<file path="src/rtl/wave_sel_pkg.sv">
// Purpose: shared mode codes, sizes and wrap helpers for the waveform select control.
// Latency: n/a (types and pure functions only).
// Backpressure: n/a.
package wave_sel_pkg;

  localparam int unsigned NUM_MODES = 6;
  localparam int unsigned SEL_W     = 3;

  typedef enum logic [SEL_W-1:0] {
    MODE_SINE     = 3'd0,
    MODE_SQUARE   = 3'd1,
    MODE_TRIANGLE = 3'd2,
    MODE_SAW      = 3'd3,
    MODE_NOISE    = 3'd4,
    MODE_DC       = 3'd5
  } mode_e;

  localparam logic [SEL_W-1:0] LAST_MODE = SEL_W'(NUM_MODES - 1);

  // Step forward around the ring of legal modes.
  function automatic logic [SEL_W-1:0] next_mode(input logic [SEL_W-1:0] cur);
    return (cur == LAST_MODE) ? '0 : cur + 1'b1;
  endfunction

  // Step backward around the ring of legal modes.
  function automatic logic [SEL_W-1:0] prev_mode(input logic [SEL_W-1:0] cur);
    return (cur == '0) ? LAST_MODE : cur - 1'b1;
  endfunction

endpackage

</file>
<file path="src/rtl/wave_sel_ctrl_if.sv">
// Purpose: bundles the button/switch inputs and select/status outputs of wave_sel_ctrl.
// Latency: n/a (wires only).
// Backpressure: none; all signals are free-running levels or single-cycle pulses.
// Ports: master drives btn_next/btn_prev/sw_load/sw_mode and observes sel/sel_onehot/sel_changed;
//        slave is the controller side.
interface wave_sel_ctrl_if;
  import wave_sel_pkg::*;

  logic                 btn_next;
  logic                 btn_prev;
  logic                 sw_load;
  logic [SEL_W-1:0]     sw_mode;
  logic [SEL_W-1:0]     sel;
  logic [NUM_MODES-1:0] sel_onehot;
  logic                 sel_changed;

  modport master (
    output btn_next, btn_prev, sw_load, sw_mode,
    input  sel, sel_onehot, sel_changed
  );

  modport slave (
    input  btn_next, btn_prev, sw_load, sw_mode,
    output sel, sel_onehot, sel_changed
  );

endinterface

</file>
<file path="src/rtl/btn_debounce.sv">
// Purpose: 2-flop synchronizer, stability-count debouncer and rising-edge detector for one button.
// Latency: raw level stable from cycle T appears on btn_level (and btn_press) at T+2+DEBOUNCE_CYCLES.
// Backpressure: none; btn_press is a one-cycle pulse that is not held.
// Ports: clk, rst_n (sync active-low), btn_raw (async), btn_level (debounced), btn_press (rise pulse).
module btn_debounce #(
  parameter int unsigned DEBOUNCE_CYCLES = 1000000
) (
  input  logic clk,
  input  logic rst_n,
  input  logic btn_raw,
  output logic btn_level,
  output logic btn_press
);

  localparam int unsigned CNT_W = (DEBOUNCE_CYCLES > 1) ? $clog2(DEBOUNCE_CYCLES) : 1;
  localparam logic [CNT_W-1:0] CNT_LAST = CNT_W'(DEBOUNCE_CYCLES - 1);

  logic             sync1;
  logic             sync2;
  logic             deb;
  logic             deb_d1;
  logic [CNT_W-1:0] cnt;

  always_ff @(posedge clk) begin
    if (!rst_n) begin
      sync1  <= 1'b0;
      sync2  <= 1'b0;
      deb    <= 1'b0;
      deb_d1 <= 1'b0;
      cnt    <= '0;
    end else begin
      sync1  <= btn_raw;
      sync2  <= sync1;
      deb_d1 <= deb;
      // Any cycle that agrees with the current debounced level restarts the count,
      // so a bounce anywhere in the window discards progress.
      if (sync2 == deb) begin
        cnt <= '0;
      end else if (cnt == CNT_LAST) begin
        deb <= sync2;
        cnt <= '0;
      end else begin
        cnt <= cnt + 1'b1;
      end
    end
  end

  assign btn_level = deb;
  assign btn_press = deb & ~deb_d1;

endmodule

</file>
<file path="src/rtl/wave_sel_ctrl.sv">
// Purpose: debounced next/prev stepping and preset load of the 6-way waveform mux select.
// Latency: button stable from cycle T -> sel/sel_changed at T+3+DEBOUNCE_CYCLES; sw_load -> 1 cycle.
// Backpressure: none; presses coinciding with a load or with each other are dropped.
// Ports: clk, rst_n (sync active-low), bus (slave: btn_next, btn_prev, sw_load, sw_mode in;
//        sel, sel_onehot, sel_changed out).
module wave_sel_ctrl
  import wave_sel_pkg::*;
#(
  parameter int unsigned DEBOUNCE_CYCLES = 1000000
) (
  input  logic           clk,
  input  logic           rst_n,
  wave_sel_ctrl_if.slave bus
);

  localparam logic [NUM_MODES-1:0] ONEHOT0 = NUM_MODES'(1);

  logic                 press_next;
  logic                 press_prev;
  logic                 lvl_next;
  logic                 lvl_prev;
  logic [SEL_W-1:0]     sel_q;
  logic [SEL_W-1:0]     sel_nxt;
  logic [NUM_MODES-1:0] onehot_q;
  logic                 changed_q;

  btn_debounce #(.DEBOUNCE_CYCLES(DEBOUNCE_CYCLES)) u_deb_next (
    .clk       (clk),
    .rst_n     (rst_n),
    .btn_raw   (bus.btn_next),
    .btn_level (lvl_next),
    .btn_press (press_next)
  );

  btn_debounce #(.DEBOUNCE_CYCLES(DEBOUNCE_CYCLES)) u_deb_prev (
    .clk       (clk),
    .rst_n     (rst_n),
    .btn_raw   (bus.btn_prev),
    .btn_level (lvl_prev),
    .btn_press (press_prev)
  );

  // Debounced levels are not needed by the select logic; only the press pulses are.
  logic unused_levels;
  assign unused_levels = &{1'b0, lvl_next, lvl_prev};

  // sel is the state register of a ring of NUM_MODES states.
  always_comb begin
    sel_nxt = sel_q;
    if (sel_q > LAST_MODE) begin
      sel_nxt = MODE_SINE;              // unreachable code: recover to a legal mode
    end else if (bus.sw_load) begin
      if (bus.sw_mode <= LAST_MODE) begin
        sel_nxt = bus.sw_mode;          // illegal presets leave sel untouched
      end
    end else if (press_next && !press_prev) begin
      sel_nxt = next_mode(sel_q);
    end else if (press_prev && !press_next) begin
      sel_nxt = prev_mode(sel_q);
    end
  end

  always_ff @(posedge clk) begin
    if (!rst_n) begin
      sel_q     <= MODE_SINE;
      onehot_q  <= ONEHOT0;
      changed_q <= 1'b0;
    end else begin
      sel_q     <= sel_nxt;
      onehot_q  <= ONEHOT0 << sel_nxt;
      changed_q <= (sel_nxt != sel_q);
    end
  end

  assign bus.sel         = sel_q;
  assign bus.sel_onehot  = onehot_q;
  assign bus.sel_changed = changed_q;

endmodule

</file>
<file path="src/flat_wrapper.sv">
// flat-port wrapper written by rule: the top's interface ports become plain ports
module wave_sel_ctrl_flat import wave_sel_pkg::*;
#(
  parameter int unsigned DEBOUNCE_CYCLES = 1000000
)
  (clk, rst_n, bus_btn_next, bus_btn_prev, bus_sw_load, bus_sw_mode, bus_sel, bus_sel_onehot, bus_sel_changed);
  wave_sel_ctrl_if bus_i ();
  input  logic clk;
  input  logic rst_n;
  input wire logic [$bits(bus_i.btn_next)-1:0] bus_btn_next;
  input wire logic [$bits(bus_i.btn_prev)-1:0] bus_btn_prev;
  input wire logic [$bits(bus_i.sw_load)-1:0] bus_sw_load;
  input wire logic [$bits(bus_i.sw_mode)-1:0] bus_sw_mode;
  output wire logic [$bits(bus_i.sel)-1:0] bus_sel;
  output wire logic [$bits(bus_i.sel_onehot)-1:0] bus_sel_onehot;
  output wire logic [$bits(bus_i.sel_changed)-1:0] bus_sel_changed;
  assign bus_i.btn_next = bus_btn_next;
  assign bus_i.btn_prev = bus_btn_prev;
  assign bus_i.sw_load = bus_sw_load;
  assign bus_i.sw_mode = bus_sw_mode;
  assign bus_sel = bus_i.sel;
  assign bus_sel_onehot = bus_i.sel_onehot;
  assign bus_sel_changed = bus_i.sel_changed;
  wave_sel_ctrl #(.DEBOUNCE_CYCLES(DEBOUNCE_CYCLES)) u_core (.clk(clk), .rst_n(rst_n), .bus(bus_i));
endmodule
</file>
<file path="config.mk">
export PLATFORM = sky130hd
export DESIGN_NAME = wave_sel_ctrl_flat
export DESIGN_NICKNAME = d
export VERILOG_FILES = /design/src/rtl/wave_sel_pkg.sv /design/src/rtl/wave_sel_ctrl_if.sv /design/src/rtl/btn_debounce.sv /design/src/rtl/wave_sel_ctrl.sv /design/src/flat_wrapper.sv
export SDC_FILE = /design/constraint.sdc
export NUM_CORES = 1
export LEC_CHECK = 0
export BUFFER_PORTS_ARGS = -buffer_cell sky130_fd_sc_hd__buf_2
export CORE_ASPECT_RATIO = 2
export CORE_UTILIZATION = 54
export CTS_CLUSTER_SIZE = 12
export DETAILED_ROUTE_END_ITERATION = 8
export PLACE_DENSITY = 0.75
export SLEW_MARGIN = 25
export SYNTH_ARGS = -nofsm -noshare
export SYNTH_HDL_FRONTEND = slang
export SYNTH_SLANG_ARGS = --single-unit
export TNS_END_PERCENT = 1
</file>
<file path="constraint.sdc">
create_clock -name clk -period 2.14 [get_ports clk]
set_clock_uncertainty 0.2 [all_clocks]
set_input_delay 0.642 -clock clk [delete_from_list [all_inputs] [get_ports clk]]
set_output_delay 0.642 -clock clk [all_outputs]
set_load 0.01 [all_outputs]
</file>
==> run metrics, run 1 <==
VDD IR-drop max between 0.7 and 0.8 mV; Crit. path cell count 6; boundary pin count 18; synth cell count leaders 58 x dfxtp_1, 53 x nor2_1, 25 x xor2_1; core box area 0.00469 mm2; Synth area leader dfxtp_1; synthesized instance count 292; number of global-route vias before repair 2016; Max Transition Viols Final 0; Clock Sinks 58; drc violations 0; Slew HR 0.680; reg2reg end u_core.bus.sel_onehot[4]; final antenna-violating net count 0; initial drt markers 50; DR pass1 iterations 4; pwr/cell area 778 mW/mm2; CTS tree done; Reg2Reg Setup Slack 0.12 ns; clk_lat worst skew approximately 0.33 ns; GRT overflow 0; Critical Path AT 2.08 ns; Crit path largest cell delay roughly 0.4 ns; Avg Cell Area, Syn 9.15 um2; Port-buffer cells 17; WP data required about 2.2 ns; Yosys top cell area share 0.434; row cnt 35; Die H 101 um; FF+latch count, synth 58; WL final 5250 um; CP endpoint u_core.bus.sel_onehot[4]; area delta synth->final 16.4%; WS Path Type register to register; Post-Syn Area approximately 0.0027 mm2; crit path cell chain and2b_1 > mux2i_1 > o221ai_1 > a2bb2oi_2 > and2_4 > nor3b_2; DR vias/cell 5.42; GRT Overall Usage 0.225; Post-synth top flop dfxtp_1; Final setup viols 0; n_diodes 0; WL per Instance 13.6 um; overall die area 0.00525 mm2; CTS resizes 0; post-synthesis sequential area ratio 0.434; Post-Place Worst Slack between 0.002 and 0.003 ns; crit-path max FO 8; syn nets between 300 and 400; Post-synth EDFFs 0; max-cap violation count 0; Buf/Inv on CP 0; Tcrit/Tclk final 0.944; Initial Util 0.570; Fin. Hold Viols 0; Critical Path Start u_core.u_deb_prev.btn_level; dpl hpwl 3760 um; CTS root buffer clkbuf_8; R2R Path Start u_core.u_deb_prev.btn_level; initial antenna violation count 0; Placer Congestion 0.881; H-tree depth 3; RSZ-0062 raised after global routing no; R2R cell count 6; Clock Path Buffers 2; clk slew on worst S/H paths 0.07 ns; layout cell share with drive strength beyond 1 0.203; most common cell in the netlist dfxtp_1; hold buffer count at cts 0; post-synth cell types 54; Worst Setup Slack, final 0.120 ns; Synth Warn # 0; Setup Fix Bufs, Post-CTS 0; routed vias 2087; first-pass GRT wire length ~8600 um; kind of cell adding the most delay to the critical path simple AND/OR/NAND/NOR gates; run status completed; Area contributors post-synth dfxtp_1 43%, xor2_1 8.2%, nor2_1 7.4%, xnor2_1 4.3%, nand3_1 3.7%; slowest CP cell dfxtp_1; Worst setup SP type register; chip width 51.7 um; critical path endpoint category register; Leakage Power approximately 0.0012 uW; Tightest Hold Check Type register to register; CTS buffer count 9; pin count of the biggest net entering global routing 21; Final Critical Period 2.02 ns; actual slew at the worst max-slew pin 0.468 ns; ys async rst share 0; setup TNS 0 ns; Final #Nets 336; Max Fclk 495 MHz
cells in the final DEF, fill, tap and decap left out, drive strengths merged, types with 2 or more instances in the layout:
master   Yosys  final
o21ai        5      5
nor4         4      4
o221ai       2      2
clkbuf       3     12
and2b        2      2
a2bb2oi      2      2
mux2i        5      5
xnor2       13     13
nor3         4      4
nand4        8      8
nand2b       3      3
nand2       16     16
nor4b        3      3
a21oi        2      2
ha           3      3
dfxtp       58     58
and4         4      4
a211oi       2      2
and2         9      9
bufinv       0      2
and3        10     10
o311ai       2      2
inv          8      8
nor3b        2      2
nor2        56     56
xor2        25     25
buf          7     32
or3          3      3
nand3       20     20
metrics by stage:
step	total power [uW]	hold slack (ns)	utilization	instances	area, um2
after global routing	2490	0.266	0.664	385	3110
after CTS	2440	0.245	0.664	385	3110
after global placement	1270	0.221	0.613	369	2870
final	2420	0.235	0.664	385	3110
after detailed placement	1270	0.229	0.613	369	2870
after floorplan	1220	0.212	-	292	2670
cell families after synthesis:
logic type | synth area share
AO/OA/AOI/OAI | 0.0693
XOR/XNOR | 0.125
adder cells (fa/ha/maj) | 0.0140
buffers and inverters | 0.0403
flip-flops | 0.434
multiplexers | 0.0187
AND/OR/NAND/NOR | 0.299
final cells by class:
| class | count | area (um2) |
|---|---|---|
| repair buffers | 32 | 210 |
| clock inverters | 4 | 72.6 |
| multi-input cells | 216 | 1400 |
| inverters | 8 | 30.0 |
| fillers | 390 | 1570 |
| clock buffers | 12 | 165 |
| well taps | 55 | 68.8 |
| flip-flops and latches | 58 | 1160 |
how the worst min path moves through the flow:
stage / from / end / slack, ns / cells after the start
global placement: u_core.u_deb_prev.sync1 / u_core.u_deb_prev.sync2 / 0.22 / 1
floorplan: u_core.u_deb_next.sync1 / u_core.u_deb_next.sync2 / 0.21 / 1
CTS: u_core.u_deb_prev.sync1 / u_core.u_deb_prev.sync2 / 0.24 / 1
detailed placement: u_core.u_deb_prev.sync1 / u_core.u_deb_prev.sync2 / 0.23 / 1
finish: u_core.u_deb_prev.sync1 / u_core.u_deb_prev.sync2 / 0.23 / 1
global route: u_core.u_deb_prev.sync1 / u_core.u_deb_prev.sync2 / 0.27 / 1
registers in the layout (all words and copies together) (netlist names), 3 cells and up:
register,cells
u_core.bus.sel,3
u_core.u_deb_prev.cnt,20
u_core.u_deb_next.cnt,20
u_core.bus.sel_onehot,6
power breakdown:
part           internal [uW]  switching [uW]
registers               1100            7.86
clock network            749             422
logic                   64.3            81.2
per-layer routing:
| metal | vias to the layer above | track usage | part of all wire |
|---|---|---|---|
| li1 | 1065 | - | - |
| met1 | 972 | 0.223 | 0.39 |
| met2 | 36 | 0.395 | 0.54 |
| met3 | 14 | 0.0511 | 0.024 |
| met4 | 0 | 0.162 | 0.039 |
| met5 | - | 0 | 0 |
Power figures use the tool's default switching activity.
==> inputs of run 2 (changes only) <==
- GPL_TIMING_DRIVEN: unset -> 0
==> run metrics, run 2 (synthesized netlist as in run 1, its figures left out) <==
GRT Overall Usage 0.208; clk_lat worst skew 0.33 ns; Slew HR 0.700; dpl hpwl 3590 um; max-cap violation count 0; DR vias/cell 5.45; area delta synth->final 15.3%; chip width 51.7 um; WP data required 2.16 ns; pwr/cell area roughly 710 mW/mm2; setup TNS 0 ns; register area roughly 0.0012 mm2; Die H 101 um; critical path endpoint category register; H-tree depth 3; CTS buffer count 9; initial antenna violation count 0; Initial Util 0.570; GRT overflow 0; Max Transition Viols Final 0; Tightest Hold Check Type register to register; clk slew on worst S/H paths 0.06 ns; Final setup viols 0; Clock Sinks 58; crit-path max FO 10; Comb pwr share 0.065; initial drt markers 36; multi-input logic area 0.00143 mm2; met1 Track Usage GR 0.208; pin count of the biggest net entering global routing 11; Max Fclk a little under 500 MHz; most frequent cells in the layout 56 x dfxtp_1, 53 x nor2_1, 25 x xor2_1; Crit. path cell count 8; n_diodes 0; Leakage Power 0.00114 uW; Psw 483 uW; Critical Path AT 2.07 ns; drc violations 0; DR pass1 iterations 4; number of global-route vias before repair around 2000; VDD IR-drop max 0.657 mV; RSZ-0062 raised after global routing yes; WL per Instance 13.2 um; Worst Setup Slack, final 0.0957 ns; sw frac 0.219; Hold Crit Depth 1; global routing usage on met3 0.0465; Crit path largest cell delay between 0.3 and 0.4 ns; routed vias around 2100; Fin. Hold Viols 0; R2R cell count 8; hold buffer count at cts 0; overall die area 0.00525 mm2; actual slew at the worst max-slew pin 0.439 ns; CTS tree done; Buf/Inv on CP 2; Flop pwr share 0.502; CTS root buffer clkbuf_8; commonest non-fill, non-tap cell in the layout dfxtp_1; Final Cell Area 0.00308 mm2; Worst setup SP type register; Port-buffer cells 17; core box area 0.00469 mm2; placed cell areas 0.00283 mm2; Final #Nets 334; internal power 1720 uW; met2 usage 0.368; WS Path Type register to register; crit path cell chain clkbuf_8 > nor2_1 > ha_1 > mux2i_1 > o221ai_2 > a2bb2oi_4 > buf_4 > and3b_1; total power 2200 uW; boundary pin count 18; final antenna-violating net count 0; Clk pwr share 0.433; first-pass GRT wire length 8160 um; busiest grt layer met2; Tcrit/Tclk final 0.955; layout cell share with drive strength beyond 1 0.202; Post-Place Worst Slack -0.263 ns; Placer Congestion 0.838; fillers 401; Clock Path Buffers 2; kind of cell adding the most delay to the critical path flip-flops; run status completed; slowest CP cell dfxtp_4; row cnt 35; Final Critical Period between 2 and 2.5 ns; WL final 5060 um
[run 2: worst reg2reg max path, delay by kind of cell, from the launching register on]
family / cells / cell delay [ns]
buffers and inverters: 2 / 0.31
AOI/OAI and AO/OA: 2 / 0.36
muxes: 1 / 0.18
adders and majority gates: 1 / 0.31
DFF: 1 / 0.37
and+or+nand+nor: 2 / 0.21
[run 2: routing by layer]
layer	wire, um	up-vias
met3	124	17
met5	0	-
met4	159	0
met2	2730	33
met1	2040	968
li1	-	1063
[run 2: final timing paths]
kind,from,to,slack (ns)
setup / recovery,u_core.bus.sel[0],u_core.bus.sel_onehot[3],0.1
hold / removal,u_core.u_deb_next.sync1,u_core.u_deb_next.sync2,0.23
setup reg to reg,u_core.bus.sel[0],u_core.bus.sel_onehot[3],0.1
hold reg to reg,u_core.u_deb_next.sync1,u_core.u_deb_next.sync2,0.23
[run 2: what timing repair did]
action                                  4_1_cts  5_1_grt
pin swaps                                     1        3
endpoints found under the setup margin        8       25
hold endpoints to repair                      0        0
resized for setup                             4        8
setup buffers                                 2        1
[run 2: stage by stage]
stage               hold slack (ns)  utilization  cells
floorplan                     0.212            -    292
global placement              0.223        0.603    364
CTS                           0.229        0.648    381
finish                        0.228        0.658    382
detailed placement            0.226        0.603    364
global route                  0.238        0.658    382
[run 2: area by class of cell]
cell class / count / area share
buffer: 10 / 0.0292
clock buffer: 12 / 0.0471
clock inverter: 3 / 0.0130
inverter: 8 / 0.00974
multi-input combinational: 216 / 0.465
sequential: 58 / 0.378
tap: 55 / 0.0223
timing repair buffer: 20 / 0.0349
[run 2: power groups by stage]
stage | Clock (uW) | Combinational (uW) | Sequential [uW]
after global placement | 0 | 126 | 1130
after detailed placement | 0 | 127 | 1130
after global routing | 1030 | 154 | 1110
final | 955 | 142 | 1110
after CTS | 976 | 134 | 1110
after floorplan | 0 | 81.7 | 1130
